**src/rtl/rr_reg_arbiter.sv**
```systemverilog
// Round-robin access controller for one shared WIDTH-bit register among N_REQ requesters.
// Latency: grant one edge after a request in IDLE; the owner's write is visible one edge after that.
// Backpressure: non-owner requests wait until release; the owner is forced off after MAX_HOLD writes.
module rr_reg_arbiter #(
  parameter int N_REQ    = 4,
  parameter int WIDTH    = 8,
  parameter int MAX_HOLD = 4,
  localparam int OW      = (N_REQ > 1) ? $clog2(N_REQ) : 1
) (
  input  logic                     clk,
  input  logic                     rst,
  input  logic [N_REQ-1:0]         req,
  input  logic [N_REQ*WIDTH-1:0]   wr_data,
  output logic [N_REQ-1:0]         gnt,
  output logic [WIDTH-1:0]         q,
  output logic                     q_valid,
  output logic [OW-1:0]            owner
);

  localparam int HW = $clog2(MAX_HOLD) + 1;

  typedef enum logic {IDLE, GRANT} state_t;

  state_t             state_q, state_d;
  logic [N_REQ-1:0]   gnt_q, gnt_d;
  logic [WIDTH-1:0]   data_q, data_d;
  logic               valid_q, valid_d;
  logic [OW-1:0]      owner_q, owner_d;
  logic [OW-1:0]      ptr_q, ptr_d;
  logic [HW-1:0]      hold_q, hold_d;

  logic               do_write;
  logic               forced;
  logic [N_REQ-1:0]   cand;
  logic [OW:0]        win;

  // First set bit of cand scanning from start upward with wrap; MSB of result flags "found".
  function automatic logic [OW:0] pick(input logic [N_REQ-1:0] c, input logic [OW-1:0] start);
    logic [OW:0] res;
    int          idx;
    res = '0;
    // Scan from the far end so the candidate closest to start is written last and wins.
    for (int k = N_REQ - 1; k >= 0; k--) begin
      idx = (int'(start) + k) % N_REQ;
      if (c[idx]) res = {1'b1, OW'(idx)};
    end
    return res;
  endfunction

  function automatic logic [N_REQ-1:0] onehot(input logic [OW-1:0] i);
    logic [N_REQ-1:0] v;
    v = '0;
    v[i] = 1'b1;
    return v;
  endfunction

  // Next-state: arbitration in IDLE, owner writes and release/re-arbitration in GRANT.
  always_comb begin
    state_d  = state_q;
    gnt_d    = gnt_q;
    data_d   = data_q;
    valid_d  = 1'b0;
    owner_d  = owner_q;
    ptr_d    = ptr_q;
    hold_d   = hold_q;
    do_write = 1'b0;
    forced   = 1'b0;
    cand     = req;
    win      = '0;
    case (state_q)
      IDLE: begin
        win = pick(req, ptr_q);
        if (win[OW]) begin
          gnt_d   = onehot(win[OW-1:0]);
          owner_d = win[OW-1:0];
          hold_d  = '0;
          state_d = GRANT;
        end else begin
          gnt_d = '0;
        end
      end
      GRANT: begin
        do_write = req[owner_q];
        if (do_write) begin
          data_d  = wr_data[owner_q*WIDTH +: WIDTH];
          valid_d = 1'b1;
          hold_d  = hold_q + 1'b1;
          forced  = (hold_q == HW'(MAX_HOLD - 1));
        end
        if (!do_write || forced) begin
          ptr_d = OW'((int'(owner_q) + 1) % N_REQ);
          // A forced release hands over to someone else when possible; a lone owner keeps going.
          if (forced) begin
            cand[owner_q] = 1'b0;
            if (cand == '0) cand = req;
          end
          win = pick(cand, ptr_d);
          if (win[OW]) begin
            gnt_d   = onehot(win[OW-1:0]);
            owner_d = win[OW-1:0];
            hold_d  = '0;
          end else begin
            gnt_d   = '0;
            hold_d  = '0;
            state_d = IDLE;
          end
        end
      end
      default: begin
        state_d = IDLE;
        gnt_d   = '0;
      end
    endcase
  end

  // State and output registers with synchronous reset that discards any in-flight write.
  always_ff @(posedge clk) begin
    if (rst) begin
      state_q <= IDLE;
      gnt_q   <= '0;
      data_q  <= '0;
      valid_q <= 1'b0;
      owner_q <= '0;
      ptr_q   <= '0;
      hold_q  <= '0;
    end else begin
      state_q <= state_d;
      gnt_q   <= gnt_d;
      data_q  <= data_d;
      valid_q <= valid_d;
      owner_q <= owner_d;
      ptr_q   <= ptr_d;
      hold_q  <= hold_d;
    end
  end

  assign gnt     = gnt_q;
  assign q       = data_q;
  assign q_valid = valid_q;
  assign owner   = owner_q;

endmodule

```
**config.mk**
```make
export PLATFORM = sky130hd
export DESIGN_NAME = rr_reg_arbiter
export DESIGN_NICKNAME = d
export VERILOG_FILES = /design/src/rtl/rr_reg_arbiter.sv
export SDC_FILE = /design/constraint.sdc
export NUM_CORES = 1
export LEC_CHECK = 0
export CORE_ASPECT_RATIO = 0.7
export CORE_MARGIN = 8
export CORE_UTILIZATION = 47
export CTS_CLUSTER_SIZE = 10
export DETAILED_ROUTE_END_ITERATION = 10
export PLACE_DENSITY = 0.94
export SYNTH_ARGS = -nofsm -noshare
export SYNTH_HDL_FRONTEND = slang
export SYNTH_SLANG_ARGS = --single-unit
```
**constraint.sdc**
```tcl
create_clock -name clk -period 6.96 [get_ports clk]
set_input_delay 1.392 -clock clk [delete_from_list [all_inputs] [get_ports clk]]
set_output_delay 1.392 -clock clk [all_outputs]
set_load 0.01 [all_outputs]
```
==> results of run 1 <==
## power groups by stage
| stage | Clock (mW) | Combinational [mW] | Sequential [mW] |
|---|---|---|---|
| 6_report | 0.0810 | 0.151 | 0.145 |
| 3_3_place_gp | 0 | 0.147 | 0.147 |
| 4_1_cts | 0.0807 | 0.151 | 0.146 |
| 3_5_place_dp | 0 | 0.150 | 0.148 |
| 2_1_floorplan | 0 | 0.0852 | 0.150 |
| 5_1_grt | 0.0888 | 0.165 | 0.148 |
## sequential cells by signal, indices dropped and copies added (netlist names)
register / cells
q: 8
owner: 2
state_q: 1
ptr_q: 2
q_valid: 1
gnt: 4
hold_q: 3
## cell families after synthesis
logic type	share of synthesized area (%)
compound gates	21.4
flops	30.5
buf+inv	3.82
fa+ha+maj	5.45
mux	21.3
simple gates	17.5
## final cells by class
cell class | count | area (sq um)
Inverter | 9 | 33.8
Multi-Input combinational cell | 116 | 903
Fill cell | 208 | 827
Sequential cell | 21 | 420
Tap cell | 36 | 45.0
Timing Repair Buffer | 53 | 528
Clock buffer | 4 | 45.0
## per-stage QoR
step / util, % / area (sq um) / worst slack [ns] / instances / hold WS (ns)
3_3_place_gp: 68.9 / 1930 / 3.22 / 235 / 0.465
6_report: 70.5 / 1980 / 3.37 / 239 / 0.502
5_1_grt: 70.5 / 1980 / 3.25 / 239 / 0.519
3_5_place_dp: 68.9 / 1930 / 3.12 / 235 / 0.485
2_1_floorplan: - / 1380 / 3.83 / 151 / 0.454
4_1_cts: 70.5 / 1980 / 3.41 / 239 / 0.502
## routing by layer
layer / wire length [microns] / global-route usage, %
met3: 500 / 8.02
met1: 1690 / 21.1
met2: 1820 / 29.4
met4: 68 / 5.06
met5: 0 / 0
## worst paths after layout
kind                   from        end  slack (ns)  depth (start not counted)
setup / recovery     req[0]   owner[1]        3.37                          7
hold / removal    hold_q[2]  hold_q[2]        0.50                          2
setup reg to reg   owner[1]   owner[1]        4.18                          7
hold reg to reg   hold_q[2]  hold_q[2]        0.50                          2
## worst reg2reg max path, delay by kind of cell, from the launching register on
family | cells | cell delay (ns)
adder cells (fa/ha/maj) | 1 | 0.30
flip-flops | 1 | 0.74
AO/OA/AOI/OAI | 4 | 1.08
AND/OR/NAND/NOR | 2 | 0.56
## placed cells by master, fill, tap and decap left out, types with 2 or more instances in the layout
master           count
a211oi_1             4
a21oi_1              9
a311oi_1             2
a31o_2               2
a31oi_1              4
clkbuf_8             3
clkdlybuf4s50_1     52
dfxtp_1             21
ha_1                 6
inv_1                9
mux2i_1              9
mux4_2               9
nand2_1              5
nand2b_1             2
nand3_1              4
nor2_1              28
nor2b_1              4
nor4_1               2
o21ai_0              3
o21bai_1             5
==> impl_metrics.csv, run 1 <==
group,metric,value,unit
placement,gp_congestion,0.890,
floorplanning,start_util,49.1,%
sta,setup_viol,0,
power_and_ir_drop,ir_drop,111,uV
sta,rsz0062_at_grt,"false",
clocking,cts_tree,"done",
power_and_ir_drop,powerDensity,191,mW/mm^2
synthesis,ys.flop_type,"dfxtp_1",
clocking,clkTransAtPathRegs,0.08,ns
synthesis,syn-num-nets,195,
synthesis,syn_inst,151,
floorplanning,fp.dieW,80.7,microns
route,first_pass_iters,4,
power_and_ir_drop,power,0.378,mW
global_routing,grt_pass1_wl,6.96,mm
synthesis,ys_ff_latch,21,
worst_setup_path,crit_type,"in2reg",
synthesis,synth_most_common_cell,"nor2_1",
synthesis,post_synth_num_cell_types,37,
clocking,cts_hold_buf,0,
power_and_ir_drop,pwr-share-seq,38.5,%
clocking,cts_setup_buffers,0,
synthesis,synth_edf_count,0,
route,drt-total-wl,4.08,mm
synthesis,netlist_area,0.00138,sq mm
worst_hold_path,hold_path.class,"reg2reg",
floorplanning,core-area,0.00280,sq mm
status,outcome,"finished, final reports clean",
route,viasPerCell,5.87,
sta,final.setup.tns,0,ns
finish,area_growth,43.5,%
sta,worst_pin_slew,0.780,ns
global_routing,gr-usage-all-layers,18.0,%
floorplanning,fp.dieH,61.3,microns
power_and_ir_drop,p_clk_share,21.4,%
worst_setup_path,crit_path_cell_trace,"clkdlybuf4s50_1, nor2b_1, or4_4, a31o_1, a221oi_2, a31oi_1, a211oi_1",
power_and_ir_drop,p_comb_share,40.1,%
route,ant_nets,0,
route,dr_total_vias,1402,
synthesis,yosys-top-cells-count,"nor2_1, dfxtp_1",
power_and_ir_drop,p_switching,0.122,mW
synthesis,synth_top_area_share,30.5,%
power_and_ir_drop,p_int,0.256,mW
global_routing,grt_overflow,0,
finish,num-nets-final,248,
clocking,clockBufferDepth,2,
worst_setup_path,cp-end-kind,"register",
sta,drv_slew,0,
worst_setup_path,startpoint_type,"input pin",
clocking,htree_levels,1,
clocking,worstSkewPairLatency,0.26,ns
power_and_ir_drop,sw_frac_of_total,32.3,%
global_routing,grt_max_degree,22,
route,drt_iter0_markers,216,
finish,drive_gt1_share,9.36,%
placement,io_buffer_count,52,
sta,fin_skew,0.00113,ns
placement,dpl.hpwl,3.24,mm
synthesis,netlist_top_cells_area,"dfxtp_1, mux4_2, nor2_1",
synthesis,async_flop_share,0,%
sta,fmax,279,MHz
global_routing,antenna_found_initial,0,
clocking,clock-root-buffer,"clkbuf_8",
sta,hold_viol_final,0,
clocking,ctsResizeCount,0,
worst_setup_path,critPathArrivalTime,3.75,ns
synthesis,synth_top_area_cell,"dfxtp_1",
route,routedWlPerCell,17.1,microns
sta,finalCritPeriodShare,51.5,%
global_routing,grt_pass1_vias,1504,
worst_setup_path,critPathMaxFanout,7,
floorplanning,pin_count,53,
synthesis,seq_area_frac_synth,30.5,%
synthesis,synth_area_per_cell,9.11,sq um
route,drc,0,
worst_setup_path,cp_slowest_cell,"or4_4",
clocking,clkSinkCount,21,
clocking,cts_buffers,3,
floorplanning,fp-row-count,16,
sta,fin_crit,3.59,ns
synthesis,ys_warn_count,0,
finish,num_antenna_cells,0,
job,drv_cap,0,
worst_setup_path,crit_family,"compound AO/OA/AOI/OAI gates",
sta,maxSlewHeadroom,47.5,%
power_and_ir_drop,p_leak,0.776,nW
floorplanning,dieArea,0.00494,sq mm
worst_setup_path,slowest_delay,0.55,ns
worst_setup_path,cp.required,7.13,ns
worst_setup_path,critPathBufInv,1,
(Power assumes the default switching activity.)
==> inputs of run 2 (changes only) <==
--- a/config.mk
+++ b/config.mk
@@ -7,10 +7,10 @@
 export LEC_CHECK = 0
 export CORE_ASPECT_RATIO = 0.7
 export CORE_MARGIN = 8
-export CORE_UTILIZATION = 47
+export CORE_UTILIZATION = 44
 export CTS_CLUSTER_SIZE = 10
 export DETAILED_ROUTE_END_ITERATION = 10
-export PLACE_DENSITY = 0.94
+export PLACE_DENSITY = 0.89
 export SYNTH_ARGS = -nofsm -noshare
 export SYNTH_HDL_FRONTEND = slang
 export SYNTH_SLANG_ARGS = --single-unit
==> constraint.sdc (replaced) <==
create_clock -name clk -period 3.63 [get_ports clk]
set_input_delay 0.726 -clock clk [delete_from_list [all_inputs] [get_ports clk]]
set_output_delay 0.726 -clock clk [all_outputs]
set_load 0.01 [all_outputs]
==> impl_metrics.csv, run 2 (synthesis results as in run 1) <==
group,metric,value,unit
worst_setup_path,timing.reg2reg.setup_slack,0.85,ns
route,drt-total-wl,3.98,mm
sta,fin_skew,0.00726,ns
finish,finalNonFillerCells,242,
placement,io_buffer_count,52,
status,outcome,"finished, final reports clean",
floorplanning,fp-row-count,17,
worst_setup_path,critPathBufInv,1,
global_routing,grt_overflow,0,
global_routing,top_usage_layer,"met2",
route,first_pass_iters,4,
worst_hold_path,holdPathStages,2,
worst_setup_path,r2r_start,"owner[1]",
sta,final.setup.tns,0,ns
worst_hold_path,holdCritStartpoint,"hold_q[2]",
sta,whs,0.492,ns
worst_setup_path,cp-end-kind,"register",
global_routing,antenna_found_initial,0,
clocking,clkSinkCount,21,
clocking,cts_setup_buffers,0,
route,routedWlPerCell,16.5,microns
worst_setup_path,crit_path_cell_trace,"clkdlybuf4s50_1, nor2b_1, or4_4, a31o_1, a221oi_2, a31oi_1, a211oi_1",
worst_setup_path,crit_family,"compound AO/OA/AOI/OAI gates",
clocking,cts_tree,"done",
finish,final_common_cell,"clkdlybuf4s50_1",
sta,worst_pin_slew,0.749,ns
power_and_ir_drop,p_leak,0.783,nW
worst_setup_path,slowest_delay,0.57,ns
clocking,htree_levels,1,
sta,drv_slew,0,
sta,maxSlewHeadroom,49.9,%
worst_setup_path,startpoint_type,"input pin",
worst_setup_path,cp_slowest_cell,"or4_4",
placement,place_ws,0.489,ns
power_and_ir_drop,ir_drop,221,uV
floorplanning,pin_count,53,
floorplanning,start_util,44.9,%
finish,drive_gt1_share,10.3,%
clocking,clock-root-buffer,"clkbuf_8",
placement,place_area,0.00194,sq mm
clocking,cts_buffers,3,
finish,largest_reg_flops,8,
sta,layout_setup_ws,0.736,ns
global_routing,grt_use_met1,17.5,%
clocking,clockBufferDepth,2,
global_routing,grtUsageMet3,8.20,%
route,ant_nets,0,
sta,hold_viol_final,0,
clocking,worstSkewPairLatency,0.26,ns
sta,setup_viol,0,
global_routing,grt_max_degree,22,
placement,dpl.hpwl,3.21,mm
route,drc,0,
worst_hold_path,hold_end,"hold_q[2]",
finish,utilization,64.9,%
sta,rsz0062_at_grt,"false",
floorplanning,fp.dieH,62.8,microns
route,dr_total_vias,1407,
clocking,ctsResizeCount,0,
finish,final_area,0.00199,sq mm
global_routing,grt_pass1_vias,1473,
worst_setup_path,critPathArrivalTime,3.06,ns
worst_setup_path,ff2ff_path_depth,7,
placement,gp_congestion,0.938,
placement,dp_cells,238,
sta,finalCritPeriodShare,79.7,%
power_and_ir_drop,power,0.722,mW
clocking,cts_hold_buf,0,
sta,fin_crit,2.89,ns
floorplanning,fp.dieW,82.8,microns
power_and_ir_drop,powerDensity,364,mW/mm^2
clocking,clkTransAtPathRegs,0.08,ns
global_routing,gr-usage-all-layers,15.3,%
worst_hold_path,hold_path.class,"reg2reg",
sta,fmax,346,MHz
job,drv_cap,0,
finish,num_antenna_cells,0,
worst_setup_path,crit_type,"in2reg",
floorplanning,core-area,0.00306,sq mm
finish,num-nets-final,249,
finish,final_cell_mix,"clkdlybuf4s50_1, nor2_1, dfxtp_1",
route,viasPerCell,5.81,
route,drt_iter0_markers,138,
worst_setup_path,reg2reg_to,"owner[1]",
worst_setup_path,cp.required,3.79,ns
finish,area_growth,44.4,%
global_routing,use_met2,24.5,%
floorplanning,dieArea,0.00520,sq mm
worst_setup_path,critPathMaxFanout,7,
global_routing,grt_pass1_wl,6.70,mm
run 2: cell type report:
cell class                      instances  area, sq um
Multi-Input combinational cell        116          903
Inverter                                9         33.8
Timing Repair Buffer                   54          536
Clock inverter                          1         5.00
Clock buffer                            3         41.3
Sequential cell                        21          420
Tap cell                               38         47.5
Fill cell                             255         1080
run 2: power by group:
part | leakage [nW] | switching [mW] | internal [mW]
clock | 0.0255 | 0.0758 | 0.0765
sequential | 0.172 | 0.0282 | 0.255
combinational | 0.585 | 0.128 | 0.159
run 2: worst max-delay path by stage:
stage	start	endpoint	slack (ns)	depth (start not counted)
finish	req[1]	owner[1]	0.74	7
global route	owner[1]	owner[1]	0.58	7
CTS	req[1]	owner[1]	0.76	7
detailed placement	req[0]	owner[1]	0.49	7
global placement	req[3]	gnt[2]	0.58	7
floorplan	owner[0]	gnt[2]	0.95	9
run 2: worst register-to-register path: stages, from the launching register on:
cell,delay [ns]
dfxtp_1,0.75
ha_1,0.31
nor2b_1,0.05
or4_4,0.51
a31o_1,0.26
a221oi_2,0.41
a31oi_1,0.14
a211oi_1,0.25
run 2: metal layers:
metal  routed length (microns)  vias up
met4                        24        0
met1                      1730      664
li1                          -      675
met2                      1760       63
met5                         0        -
met3                       467        5
